==> src/rtl/pulse_tx_pkg.sv <==
// Shared types and sizing helpers for the pulse transmitter.
package pulse_tx_pkg;

  typedef enum logic [1:0] {
    IDLE = 2'd0,
    HIGH = 2'd1,
    LOW  = 2'd2
  } state_t;

  // Phase counter must hold the longer of the high and low phase lengths.
  function automatic int unsigned phase_w(input int unsigned high_cyc,
                                          input int unsigned low_cyc);
    int unsigned longest;
    longest = (high_cyc > low_cyc) ? high_cyc : low_cyc;
    return $unsigned($clog2(longest + 1));
  endfunction

endpackage

==> src/rtl/pend_sat_counter.sv <==
// Saturating up/down counter of queued events with an overflow strobe.
module pend_sat_counter #(
  parameter int unsigned W = 3
) (
  input  logic         clk,
  input  logic         clr,
  input  logic         inc,
  input  logic         dec,
  output logic [W-1:0] count,
  output logic         overflow_c
);

  localparam logic [W-1:0] MAX = '1;

  assign overflow_c = inc & ~dec & (count == MAX);

  // Simultaneous inc and dec cancel; inc at MAX is dropped.
  always_ff @(posedge clk) begin
    if (clr) begin
      count <= '0;
    end else if (inc && !dec && (count != MAX)) begin
      count <= count + W'(1);
    end else if (dec && !inc && (count != '0)) begin
      count <= count - W'(1);
    end
  end

endmodule

==> src/rtl/pulse_tx.sv <==
// Converts event strobes into spaced, fixed-width level pulses with queuing.
module pulse_tx
  import pulse_tx_pkg::*;
#(
  parameter int unsigned HIGH_CYC = 4,
  parameter int unsigned LOW_CYC  = 4,
  parameter int unsigned PEND_W   = 3
) (
  input  logic              clk,
  input  logic              rst_n,
  input  logic              evt,
  input  logic              clr_ovf,
  output logic              sig_out,
  output logic              busy,
  output logic [PEND_W-1:0] pend,
  output logic              ovf
);

  localparam int unsigned     PH_W      = phase_w(HIGH_CYC, LOW_CYC);
  localparam logic [PH_W-1:0] HIGH_LAST = PH_W'(HIGH_CYC - 1);
  localparam logic [PH_W-1:0] LOW_LAST  = PH_W'(LOW_CYC - 1);

  state_t            state;
  state_t            state_d;
  logic [PH_W-1:0]   phase;
  logic [PH_W-1:0]   phase_d;
  logic              sig_d;
  logic              busy_d;
  logic              consume_c;
  logic              inc_c;
  logic              ovf_strobe_c;

  // Next state, phase and registered-output values.
  always_comb begin
    state_d   = state;
    phase_d   = phase;
    consume_c = 1'b0;
    case (state)
      IDLE: begin
        if (evt) begin
          state_d = HIGH;
          phase_d = '0;
        end
      end
      HIGH: begin
        if (phase == HIGH_LAST) begin
          state_d = LOW;
          phase_d = '0;
        end else begin
          phase_d = phase + PH_W'(1);
        end
      end
      LOW: begin
        if (phase == LOW_LAST) begin
          phase_d = '0;
          if ((pend != '0) || evt) begin
            state_d   = HIGH;
            consume_c = 1'b1;
          end else begin
            state_d = IDLE;
          end
        end else begin
          phase_d = phase + PH_W'(1);
        end
      end
      default: begin
        state_d = IDLE;
        phase_d = '0;
      end
    endcase
    sig_d  = (state_d == HIGH);
    busy_d = (state_d != IDLE);
  end

  // In IDLE the event starts a pulse directly and never enters the queue.
  assign inc_c = evt && (state != IDLE);

  always_ff @(posedge clk) begin
    if (!rst_n) begin
      state   <= IDLE;
      phase   <= '0;
      sig_out <= 1'b0;
      busy    <= 1'b0;
      ovf     <= 1'b0;
    end else begin
      state   <= state_d;
      phase   <= phase_d;
      sig_out <= sig_d;
      busy    <= busy_d;
      if (ovf_strobe_c) begin
        ovf <= 1'b1;
      end else if (clr_ovf) begin
        ovf <= 1'b0;
      end
    end
  end

  pend_sat_counter #(
    .W (PEND_W)
  ) u_pend (
    .clk        (clk),
    .clr        (!rst_n),
    .inc        (inc_c),
    .dec        (consume_c),
    .count      (pend),
    .overflow_c (ovf_strobe_c)
  );

endmodule

==> config.mk <==
export PLATFORM = sky130hd
export DESIGN_NAME = pulse_tx
export DESIGN_NICKNAME = d
export VERILOG_FILES = /design/src/rtl/pulse_tx_pkg.sv /design/src/rtl/pend_sat_counter.sv /design/src/rtl/pulse_tx.sv
export SDC_FILE = /design/constraint.sdc
export NUM_CORES = 1
export LEC_CHECK = 0
export CORE_AREA = 5 5 42 44
export DETAILED_ROUTE_END_ITERATION = 7
export DIE_AREA = 0 0 47 49
export GPL_ROUTABILITY_DRIVEN = 0
export PLACE_DENSITY = 0.72
export SYNTH_ARGS = -nofsm -noshare
export SYNTH_HDL_FRONTEND = slang
export SYNTH_SLANG_ARGS = --single-unit
==> constraint.sdc <==
create_clock -name clk -period 3.7 [get_ports clk]
set_input_delay 0.37 -clock clk [delete_from_list [all_inputs] [get_ports clk]]
set_output_delay 0.37 -clock clk [all_outputs]
set_load 0.01 [all_outputs]
======== Yosys cells after proc, flatten, opt, wreduce, memory -nomap -nowiden ========
Cells that the tools add are included.
word-level totals
  register bits after elaboration ......... 11
  input bits .............................. 4
  output and inout bits ................... 6
  logic and storage cells ................. 49
operators by class
  add/sub/neg operators ................... 3
  eq/ne operators ......................... 7
  mux-type cells .......................... 15
  bitwise gates (word level) .............. 3
  reductions and logical operators ........ 15
operators with widths
  kind                                                                   count
  3-bit 2-to-1 mux                                                       4
  2-bit nonzero test                                                     4
  3-bit by 1-bit adder with 3-bit output, second input constant          2
  1-bit 2-to-1 mux                                                       6
  2-bit 2-to-1 mux                                                       3
  2-bit one-hot mux with 3 select lines                                  1
  3-bit one-hot mux with 2 select lines                                  1
  1-bit logical AND                                                      5
  2-bit by 1-bit equality test with 1-bit output, second input constant  2
  3-bit by 2-bit equality test with 1-bit output, second input constant  1
  3-bit equality test, second input constant                             1
  3-bit != test, second input constant                                   1
  3-bit nonzero test                                                     1
  3-bit by 1-bit subtractor with 3-bit output, second input constant     1
  1-bit bitwise AND                                                      2
  2-bit equality test, second input constant                             1
  1-bit zero test                                                        2
  2-bit zero test                                                        1
  2-bit != test, second input constant                                   1
  2-bit OR reduction                                                     1
  1-bit logical OR                                                       1
  1-bit NOT                                                              1

======== Longest topological paths before layout ========
Gate-level depths: netlist (run 1).
  word-level depth ........................ 9
  mapped depth ............................ 9
  depth with buffers taken out ............ 9

======== Modules after synthesis ========
From an unflattened synthesis (run 1), not the netlist that was laid out.
second synthesis, totals
  cell total of the unflattened synthesis .. 82
  area, all modules ....................... 674.4 um^2
modules (own cells, without submodules)
  module            times used  cells each  area an instance (um^2)  seq. area each (um^2)
  pulse_tx          1           49          422.9                    160.2
  pend_sat_counter  1           33          251.5                    60.1

======== Least setup slack after synthesis (run 1) ========
OpenSTA, ideal clock, no wires.
  kind .................................... reg-to-reg
  from .................................... reg state[0]
  to ...................................... reg u_pend.count[2]
  setup time .............................. 0.072 ns
  arrival time ............................ 1.982 ns
  data required time ...................... 3.628 ns
  path slack .............................. 1.647 ns
  cell stages (with the launch flop) ...... 9
  buffers on the path ..................... 0
  period minus slack after synthesis ...... 2.053 ns
  cell sequence ........................... dfxtp_1 inv_1 ha_1 nand2b_1 a211oi_1 inv_1 fa_1 a22oi_1 mux2i_1
on the way
  longest elaborated chain between the ends .. 6
  elaborated cells between the ends (all ways) .. 12
  those cells by class .................... eq/ne: 1; mux: 2; reduce/logical: 9
ends and longest elaborated chain
  what                                                              line                                            source
  start, declared                                                   pulse_tx.sv:23                                  state_t state;
  start signal, assigned                                            pulse_tx.sv:86                                  state <= state_d;
  2-bit equality test / 2-bit nonzero test (equally long branches)  pulse_tx.sv:38, pulse_tx.sv:76
  1-bit 2-to-1 mux / 1-bit logical AND (equally long branches)      pulse_tx.sv:38, pulse_tx.sv:76
  1-bit zero test (on tied branches)                                pend_sat_counter.sv:21, pend_sat_counter.sv:23
  1-bit logical AND (on tied branches) (2 in series)                pend_sat_counter.sv:21, pend_sat_counter.sv:23
  3-bit 2-to-1 mux / 2-bit nonzero test (equally long branches)     --
  end signal, assigned                                              pend_sat_counter.sv:22                          count <= count + W'(1);
  end signal, assigned                                              pend_sat_counter.sv:24                          count <= count - W'(1);
  end, declared                                                     pend_sat_counter.sv:9                           output logic [W-1:0] count,
Several ways; a longest one is shown, not always the timed one.
A chain may end at the register's enable or synchronous reset.

======== Worst setup path after layout (run 1) ========
Same ends and word-level chain as after synthesis.

==> results.yml, run 1 <==
detailed_routing:
  met3_length_um: 74
  top_layer: "met4"
  totalWireLength_um: 1140
  wl_met2_um: 517
  viasPerCell: 5.11
  vias: 491
  first_pass_iters: 4
  ant_nets: 0
  initialDrtViolationCount: 4
  drc_errors: 0
  wl_met1_um: 542
  routedWlPerCell_um: 11.9
critical_path:
  critPathMaxFanout: 5
  endpoint_kind: "flop"
  critPathRequiredTime_ns: 3.90
  max_stage_delay_ns: 0.41
  reg2reg_from: "state[0]"
  worst-r2r-cell-count: 8
  path_cells: "inv_1, ha_1, nand2b_1, a211oi_1, inv_1, fa_1, a22oi_1, mux2i_1"
  r2r_setup_slack_ns: 1.43
  worst-setup-path-type: "reg2reg"
  cp-start-kind: "flop"
  cp_common_cell: "inv_1"
  crit_path_top_delay_cell: "dfxtp_1"
  reg2reg_to: "u_pend.count[2]"
  cp_data_arrival_time_ns: 2.47
logic_synthesis:
  syn_area_per_cell_um2: 9.27
  synth_top_family_by_area: "simple AND/OR/NAND/NOR gates"
  muxShareOfSynthArea_pct: 4.76
  syn_nets: 78
  yosys.area_share.simple_pct: 22.6
  syn_inst: 68
  ys_warn_count: 0
  synth-xor-area-share_pct: 0
  synth_cell_type_count: 23
  seq_area_frac_synth_pct: 34.9
  synth_fa_ha_area_share_pct: 13.1
  synth-compound-area-share_pct: 21.6
  synth_area_um2: 631
  ys_seq_elements: 11
floorplan:
  rows: 14
  chipHeight_um: 49
  start_util_pct: 45.0
  die_w_um: 47
  coreArea_um2: 1400
  io_pins: 10
  dieArea_um2: 2300
placement:
  dp.final_hpwl_um: 842
  io_buffers: 9
  dp_slack_ns: 1.32
cells_and_area:
  drive_gt1_share_pct: 6.25
  final_common_cell: "dfxtp_1"
  fin_util_pct: 54.5
  nNetsFinal: 91
  multi_input_area_um2: 392
  num_antenna_cells: 0
  layout.cells.most_common_list: "dfxtp_1 (11), clkdlybuf4s50_1 (9), nand2_1 (8)"
  final-seq-area_um2: 220
  area_delta_synth_final_pct: 21.0
  fill_cells: 145
clock_network:
  cts_root_buffer: "clkbuf_4"
  postCtsSetupRepairBufs: 0
  clkTransAtPathRegs_ns: 0.07
  hold_buffers: 0
  clk_path_buf_depth: 2
  cts_inserted_buffers: 3
  htree_levels: 1
  cts_tree: "yes"
  clk_latency_ns: 0.26
  cts_resized: 0
  cts.sinks: 11
sta:
  timing.final.crit_share_pct: 61.4
  slew_headroom_pct: 70.7
  hold_violations: 0
  setup_viol: 0
  fin_worst_skew_ns: 0.00163
  slew_violations: 0
  period_needed_ns: 2.27
  tns_ns: 0
  clock.fmax_mhz: 440
  rsz0062_at_grt: "no"
  fin_ws_ns: 1.43
  holdWs_ns: 0.454
  max_slew.worst_pin.slew_ns: 0.439
global_routing:
  grt-ovfl-total: 0
  grt_max_degree: 12
  grt_pass1_vias: 429
  track_usage_pct: 10.6
  antenna_found_initial: 0
  grt_first_pass_wirelength_um: 1820
worst_hold_path:
  holdPathEnd: "phase[2]"
  min_from: "phase[2]"
  hold_path.class: "reg2reg"
  worstHoldPathCells: 2
job:
  cap_violations: 0
power:
  power_density_nw_per_um2: 339
  power_mw: 0.259
  power_leakage_nw: 0.331
  ir_drop_mv: 0.163
outcome:
  status: "complete, no violations"
-- through the flow --
step / cell area [µm²] / std cells
3_3_place_gp: 737 / 92
6_report: 763 / 96
3_5_place_dp: 737 / 92
5_1_grt: 763 / 96
4_1_cts: 763 / 96
2_1_floorplan: 631 / 68
-- critical path, delay by kind of cell, from the launching register on --
| kind | cells | cell delay (ns) |
|---|---|---|
| fa+ha+maj | 2 | 0.63 |
| compound gates | 2 | 0.58 |
| flops | 1 | 0.41 |
| simple gates | 1 | 0.20 |
| buf+inv | 2 | 0.19 |
| mux | 1 | 0.19 |
-- how the worst max path moves through the flow --
stage                   from               to  slack, ns  depth (start not counted)
global route        state[0]  u_pend.count[2]       1.22                          8
CTS                 state[0]  u_pend.count[2]       1.41                          8
detailed placement       evt  u_pend.count[2]       1.32                          7
floorplan           state[0]  u_pend.count[2]       1.65                          8
global placement         evt  u_pend.count[2]       1.41                          7
finish              state[0]  u_pend.count[2]       1.43                          8
-- registers in the layout, summed over array words and instances (netlist names) --
name,count
u_pend.count,3
sig_out,1
ovf,1
state,2
busy,1
phase,3
-- layout make-up --
class	count	area share [%]
clock buffer	4	3.44
multi-input combinational	52	51.3
inverter	4	1.97
sequential	11	28.9
timing repair buffer	9	11.8
tap	16	2.62
-- synthesized netlist by cell type --
cell / instances / area [µm²]
dfxtp_1: 11 / 220
nand2_1: 8 / 30.0
nand2b_1: 7 / 43.8
ha_1: 5 / 62.6
a21oi_1: 4 / 20.0
inv_1: 4 / 15.0
nor2b_1: 4 / 25.0
o21ai_0: 4 / 20.0
mux2i_1: 3 / 30.0
a21boi_0: 2 / 15.0
and2_1: 2 / 12.5
and3_1: 2 / 12.5
nor2_1: 2 / 7.51
a211oi_1: 1 / 7.51
a21bo_1: 1 / 10.0
a22oi_1: 1 / 7.51
clkbuf_1: 1 / 3.75
fa_1: 1 / 20.0
nand3_1: 1 / 5.00
nand4_1: 1 / 6.26
o21a_1: 1 / 7.51
o311a_4: 1 / 21.3
o41ai_4: 1 / 27.5
-- cell families after synthesis --
kind of cell             Yosys count
AO/OA/AOI/OAI                     16
adder cells (fa/ha/maj)            6
buffers and inverters              5
flip-flops                        11
multiplexers                       3
AND/OR/NAND/NOR                   27
-- report_power, final --
group | leakage [nW] | internal (mW) | switching [mW]
logic | 0.226 | 0.0253 | 0.0215
clock network | 0.0150 | 0.0416 | 0.0393
registers | 0.0898 | 0.125 | 0.00635
-- routing by layer --
layer	global-route usage (%)	vias to the layer above
met5	0	-
met4	4.15	0
met3	3.32	2
met2	14.5	10
met1	15.0	221
li1	-	258
(Power assumes the default switching activity.)
==> run 2: changes to the inputs <==
==> constraint.sdc (replaced) <==
create_clock -name clk -period 2.15 [get_ports clk]
set_input_delay 0.215 -clock clk [delete_from_list [all_inputs] [get_ports clk]]
set_output_delay 0.215 -clock clk [all_outputs]
set_load 0.01 [all_outputs]
==> run 2 against run 1 <==
Compared with the run above: maximum frequency is 13% higher; critical path depth increased by 1; die area is the same; utilization up 4.0 points; flip-flop and latch count unchanged; sequential power grew 71%; final cell count rose by 6.3%; non-clock buffer count increased by 6; global-route usage is 2.1 points higher.
==> results.yml, run 2 (synthesized netlist as in run 1, its figures left out) <==
outcome:
  status: "complete, no violations"
power:
  power_leakage_nw: 0.363
  seqPwrFrac_pct: 48.5
  power_density_nw_per_um2: 565
  p_int_mw: 0.339
  power_mw: 0.463
  switching_share_pct: 26.7
  ir_drop_mv: 0.383
  switchingPower_mw: 0.124
  power_frac_clock_pct: 30.7
  combPwrFrac_pct: 20.8
cells_and_area:
  area_delta_synth_final_pct: 30.0
  final_cell_area_um2: 820
  final_common_cell: "dfxtp_1"
  nNetsFinal: 97
  drive_gt1_share_pct: 16.3
  layout.cells.most_common_list: "dfxtp_1 (10), clkdlybuf4s50_1 (9), nand2_1 (8)"
  top_regs: "phase: 3 flops, u_pend.count: 3 flops, state: 2 flops"
  num_antenna_cells: 0
floorplan:
  chipHeight_um: 49
  coreArea_um2: 1400
  dieArea_um2: 2300
  io_pins: 10
  rows: 14
  die_w_um: 47
  start_util_pct: 45.0
detailed_routing:
  first_pass_iters: 4
  ant_nets: 0
  initialDrtViolationCount: 8
  viasPerCell: 5.30
  routedWlPerCell_um: 12.8
  totalWireLength_um: 1310
  vias: 541
  drc_errors: 0
critical_path:
  critPathMaxFanout: 4
  cp-start-kind: "flop"
  endpoint_kind: "flop"
  critPathRequiredTime_ns: 2.31
  worst-setup-path-type: "reg2reg"
  cp_data_arrival_time_ns: 2.17
clock_network:
  cts.sinks: 11
  clkTransAtPathRegs_ns: 0.07
  cts_tree: "yes"
  htree_levels: 1
  clk_latency_ns: 0.27
  postCtsSetupRepairBufs: 0
  cts_inserted_buffers: 3
  hold_buffers: 0
  clk_path_buf_depth: 2
  cts_root_buffer: "clkbuf_4"
sta:
  slew_violations: 0
  timing.final.crit_share_pct: 93.4
  setup_viol: 0
  max_slew.worst_pin.slew_ns: 0.419
  clock.fmax_mhz: 498
  slew_headroom_pct: 72.0
  period_needed_ns: 2.01
  fin_worst_skew_ns: 0.00173
  hold_violations: 0
  holdWs_ns: 0.449
global_routing:
  track_usage_pct: 12.7
  grt-ovfl-total: 0
  antenna_found_initial: 0
  grt_max_degree: 11
  grt_first_pass_wirelength_um: 2090
  grt_pass1_vias: 499
placement:
  placement.cell_area_um2: 782
  io_buffers: 9
  dp.final_hpwl_um: 946
worst_hold_path:
  hold_path.class: "reg2reg"
job:
  cap_violations: 0
## run 2: cell type report
cell class	instances	area, µm²
clock buffers	4	26.3
well taps	16	20.0
repair buffers	15	135
multi-input cells	52	402
flip-flops and latches	11	221
inverters	4	15.0
fillers	138	582
## run 2: critical path: stages (launching register included)
cell      delay (ns)
dfxtp_2         0.35
inv_1           0.07
ha_1            0.22
nand2b_1        0.18
a211oi_2        0.23
inv_1           0.08
fa_1            0.41
nor2b_1         0.17
a22oi_2         0.08
mux2i_1         0.12
## run 2: through the flow
step	TNS (ns)	cells	setup WS, ns	utilization (%)
3_3_place_gp	0	98	0.152	55.8
5_1_grt	-0.0280	102	-0.0280	58.5
6_report	0	102	0.142	58.5
2_1_floorplan	0	68	0.0966	-
3_5_place_dp	0	98	0.0765	55.8
4_1_cts	0	102	0.0576	57.7
## run 2: final timing paths
check,slack [ns],from,to,depth (start not counted)
min reg2reg,0.45,phase[2],phase[2],2
max,0.14,state[1],u_pend.count[2],9
min,0.45,phase[2],phase[2],2
max reg2reg,0.14,state[1],u_pend.count[2],9
## run 2: power by group through the flow
| stage | registers, mW | logic [mW] | clock network [mW] |
|---|---|---|---|
| after floorplan | 0.232 | 0.0482 | 0 |
| after global placement | 0.228 | 0.0900 | 0 |
| after detailed placement | 0.229 | 0.0917 | 0 |
| after CTS | 0.224 | 0.0925 | 0.147 |
| after global routing | 0.226 | 0.105 | 0.161 |
| final | 0.224 | 0.0962 | 0.142 |
## run 2: layer usage
metal	vias up	GRT usage, %	wire length [µm]
li1	268	-	-
met1	249	14.3	566
met2	18	19.2	629
met3	6	3.32	69
met4	0	9.68	44
met5	-	0	0
## run 2: repair_timing
| action | CTS | global route |
|---|---|---|
| gates resized for setup | 0 | 3 |
| endpoints found under the hold margin | 0 | 0 |
| endpoints found under the setup margin | 0 | 1 |
==> RTL edit 1 (config.mk and constraints of run 2) <==
Set the parameter `LOW_CYC` to 2 (it was 4).
--- a/src/rtl/pulse_tx.sv
+++ b/src/rtl/pulse_tx.sv
@@ -5,3 +5,3 @@
   parameter int unsigned HIGH_CYC = 4,
-  parameter int unsigned LOW_CYC  = 4,
+  parameter int unsigned LOW_CYC  = 2,
   parameter int unsigned PEND_W   = 3
Behaviour: not the same (Yosys sat finds a counterexample within 10 cycles, from zero or initial values and one cycle with rst_n low).
==> RTL edit 1 against run 2 <==
  * Sequential cell count stayed put
  * Utilization up 2.6 points
  * Wire length decreased by 11%
  * Total power shrank 3.8%
  * Critical path depth down 1
  * Design area rose by 4.4%
  * Area after synthesis rose by 14%
  * Worst setup slack worse by 8.0 ps
  * Largest power group unchanged
==> RTL edit 1: results (changes against run 2) <==
stage,metric,value,unit,change
worst_setup_path,worstPathArrival,2210,ps,+40 ps
power,p_sw_share,26.2,%,-0.53 points
synth,synth_area_leaders,"dfxtp_1 31%, ha_1 14%, inv_1 4.7%",,
synth,synthMuxAreaShare,4.16,%,-0.60 points
worst_setup_path,worstRegToRegCells,8,,-1
synth,yosys_warnings,0,,unchanged
detailed_routing,vias_per_cell,5.20,,-1.9%
detailed_routing,routedWlPerCell,11.1,µm,-13%
placement,dp_hpwl,905,µm,-4.4%
synth,syn-num-nets,89,,+14%
synth,ys_types,34,,+48%
global_route,grt_usage,11.4,%,-1.3 points
synth,synthAdderAreaFrac,16.6,%,+3.5 points
worst_setup_path,crit_fanout,5,,+1
synth,ys_top_cells_by_count,"11 x dfxtp_1, 9 x inv_1, 8 x ha_1",,
placement,dp_slack,105,ps,+28.5 ps
timing,tightest_slew,399,ps,-20.3 ps
global_route,grt_pass1_wl,1980,µm,-5.3%
synth,yosysSeqAreaShare,30.5,%,-4.4 points
run_status,status,finished clean,,
placement,placed_area,828,µm²,+5.9%
layout,drive_above_1_share,14.8,%,-1.5 points
global_route,grt_pass1_vias,488,,-2.2%
detailed_routing,first_iter_violations,12,,+4
timing,skew,0.804,ps,-0.928 ps
layout,fin_cells,104,,+2.0%
synth,avgSynthCellArea,9.50,µm²,+2.4%
## RTL edit 1: kinds of logic after synthesis
kind of cell               count (synthesis)
AOI/OAI and AO/OA                         13
DFF                                       11
buffers and inverters                     10
muxes                                      3
and+or+nand+nor                           30
adders and majority gates                  9
## RTL edit 1: final timing paths
path	slack (ps)	endpoint	startpoint
setup / recovery	130	u_pend.count[2]	state[1]
hold / removal	510	u_pend.count[2]	u_pend.count[2]
setup reg to reg	130	u_pend.count[2]	state[1]
hold reg to reg	510	u_pend.count[2]	u_pend.count[2]
## RTL edit 1: cell type report
cell class	instances	area [µm²]
inverters	9	33.8
well taps	16	20.0
repair buffers	9	90.1
flip-flops and latches	11	221
fillers	128	546
clock buffers	4	26.3
multi-input cells	55	464
## RTL edit 1: power groups by stage
stage	logic [mW]	clock network [mW]	registers (mW)
after floorplan	0.0531	0	0.228
after global placement	0.0820	0	0.225
after detailed placement	0.0826	0	0.225
after CTS	0.0831	0.148	0.221
after global routing	0.0917	0.162	0.223
final	0.0825	0.142	0.221
## RTL edit 1: critical path, stage by stage (launching register included)
cell	delay [ps]
dfxtp_1	380
inv_1	80
ha_1	210
and2b_4	280
and3_4	210
inv_1	50
fa_1	370
mux2i_1	180
mux2i_1	190
## RTL edit 1: routing by layer
metal	global-route usage (%)	wire, µm	vias to the layer above
li1	-	-	284
met1	15.8	544	246
met2	17.0	532	9
met3	2.21	68	2
met4	4.15	12	0
met5	0	0	-
==> RTL edit 2 (settings of run 2) <==
Made on the original files. Reset style: asynchronous (`rst_n`), changed in one clocked block.
--- a/src/rtl/pulse_tx.sv
+++ b/src/rtl/pulse_tx.sv
@@ -77,3 +77,3 @@
 
-  always_ff @(posedge clk) begin
+  always_ff @(posedge clk or negedge rst_n) begin
     if (!rst_n) begin
Formal check against the unedited RTL: differs if rst_n is asserted again (counterexample within 4 cycles, from zero or initial values and one cycle with rst_n low); with rst_n held inactive, the same outputs for 10 cycles.
==> RTL edit 2 against run 2 <==
  * Sequential cell count unchanged
  * Maximum frequency increased by 1.1%
  * Worst setup slack improved by 21 ps
  * Global-route usage decreased by 1.3 points
  * Wire length decreased by 17%
  * Critical path depth decreased by 1
  * Design area decreased by 6.7%
  * Area after synthesis decreased by 2.8%
Power is not compared: it rests on default switching activity, and its combinational part moved more than twofold at a synthesized area within 25%.
==> RTL edit 2: results (changes against run 2) <==
stage,metric,value,unit,change
run_status,status,finished clean,,
worst_setup_path,slowest_stage,dfrtp_1,,
timing,skew,4.11,ps,+2.38 ps
detailed_routing,first_iter_violations,10,,+2
synth,yosysSeqAreaShare,42.4,%,+7.5 points
timing,slew_headroom,77.7,%,+5.7 points
global_route,grt_max_degree,14,,+3
placement,dp_hpwl,881,µm,-6.9%
global_route,grt_usage,11.4,%,-1.3 points
synth,ys_async_sr_fraction,72.7,%,+73 points
synth,synthCells,61,,-10%
placement,io_buffer_count,9,,unchanged
synth,ys.flop_type,dfrtp_1,,
detailed_routing,vias_per_cell,5.32,,+0.21%
layout,drive_above_1_share,9.21,%,-7.1 points
global_route,grt_pass1_vias,468,,-6.2%
clocking,cts_resized,0,,unchanged
layout,nNetsFinal,87,,-10%
synth,synth_area_leaders,"dfrtp_1 33%, ha_1 10%, dfxtp_1 9.8%",,
placement,dp.cells,88,,-10%
detailed_routing,routed_wl,1080,µm,-17%
hold_path,min_path_type,in -> async,,
global_route,grt_pass1_wl,1900,µm,-8.9%
worst_setup_path,crit_fanout,5,,+1
synth,syn-num-nets,71,,-9.0%
synth,synth_top_area_share,32.7,%,-2.3 points
synth,ys_top_cells_by_count,"8 x dfrtp_1, 7 x nand2_1, 5 x ha_1",,
layout,fin_cells,92,,-9.8%
RTL edit 2: kinds of logic after synthesis:
| kind of cell | synth area share (%) |
|---|---|
| simple gates | 25.3 |
| compound gates | 11.4 |
| flops | 42.4 |
| fa+ha+maj | 13.5 |
| buf+inv | 2.45 |
| mux | 4.90 |
RTL edit 2: layout make-up:
class	count	area (µm²)
Clock buffer	4	26.3
Fill cell	133	637
Inverter	4	15.0
Multi-Input combinational cell	46	338
Sequential cell	11	260
Tap cell	16	20.0
Timing Repair Buffer	11	105
RTL edit 2: final timing paths:
kind                          start              end  cells past startpoint  slack [ps]
setup / recovery           state[0]  u_pend.count[2]                      8         160
hold / removal                rst_n         phase[0]                      2         250
setup reg to reg           state[0]  u_pend.count[2]                      8         160
hold reg to reg            phase[1]         phase[1]                      2         490
max in group asynchronous     rst_n          sig_out                      2        1750
min in group clk           phase[1]         phase[1]                      2         490
RTL edit 2: where the power goes:
part           internal (mW)  switching [mW]  total [mW]  leakage, nW
sequential             0.280          0.0656       0.346        0.127
clock                 0.0717          0.0625       0.134       0.0150
combinational          0.253           0.228       0.481        0.241
total                  0.605           0.356       0.961        0.383
RTL edit 2: stage by stage:
stage               utilization, %  setup slack [ps]  instance area (µm²)
CTS                           54.6               158                  764
finish                        54.6               164                  764
global route                  54.6              30.4                  764
floorplan                        -               283                  613
detailed placement            52.7               116                  738
global placement              52.7               200                  738
RTL edit 2: metal layers:
| metal | GRT usage (%) | up-vias | share of wire, % | routed length, µm |
|---|---|---|---|---|
| met5 | 0 | - | 0 | 0 |
| met4 | 4.15 | 0 | 0.37 | 4 |
| met3 | 5.90 | 2 | 5.2 | 56 |
| met2 | 16.3 | 11 | 49 | 535 |
| met1 | 14.4 | 231 | 45 | 488 |
| li1 | - | 245 | - | - |
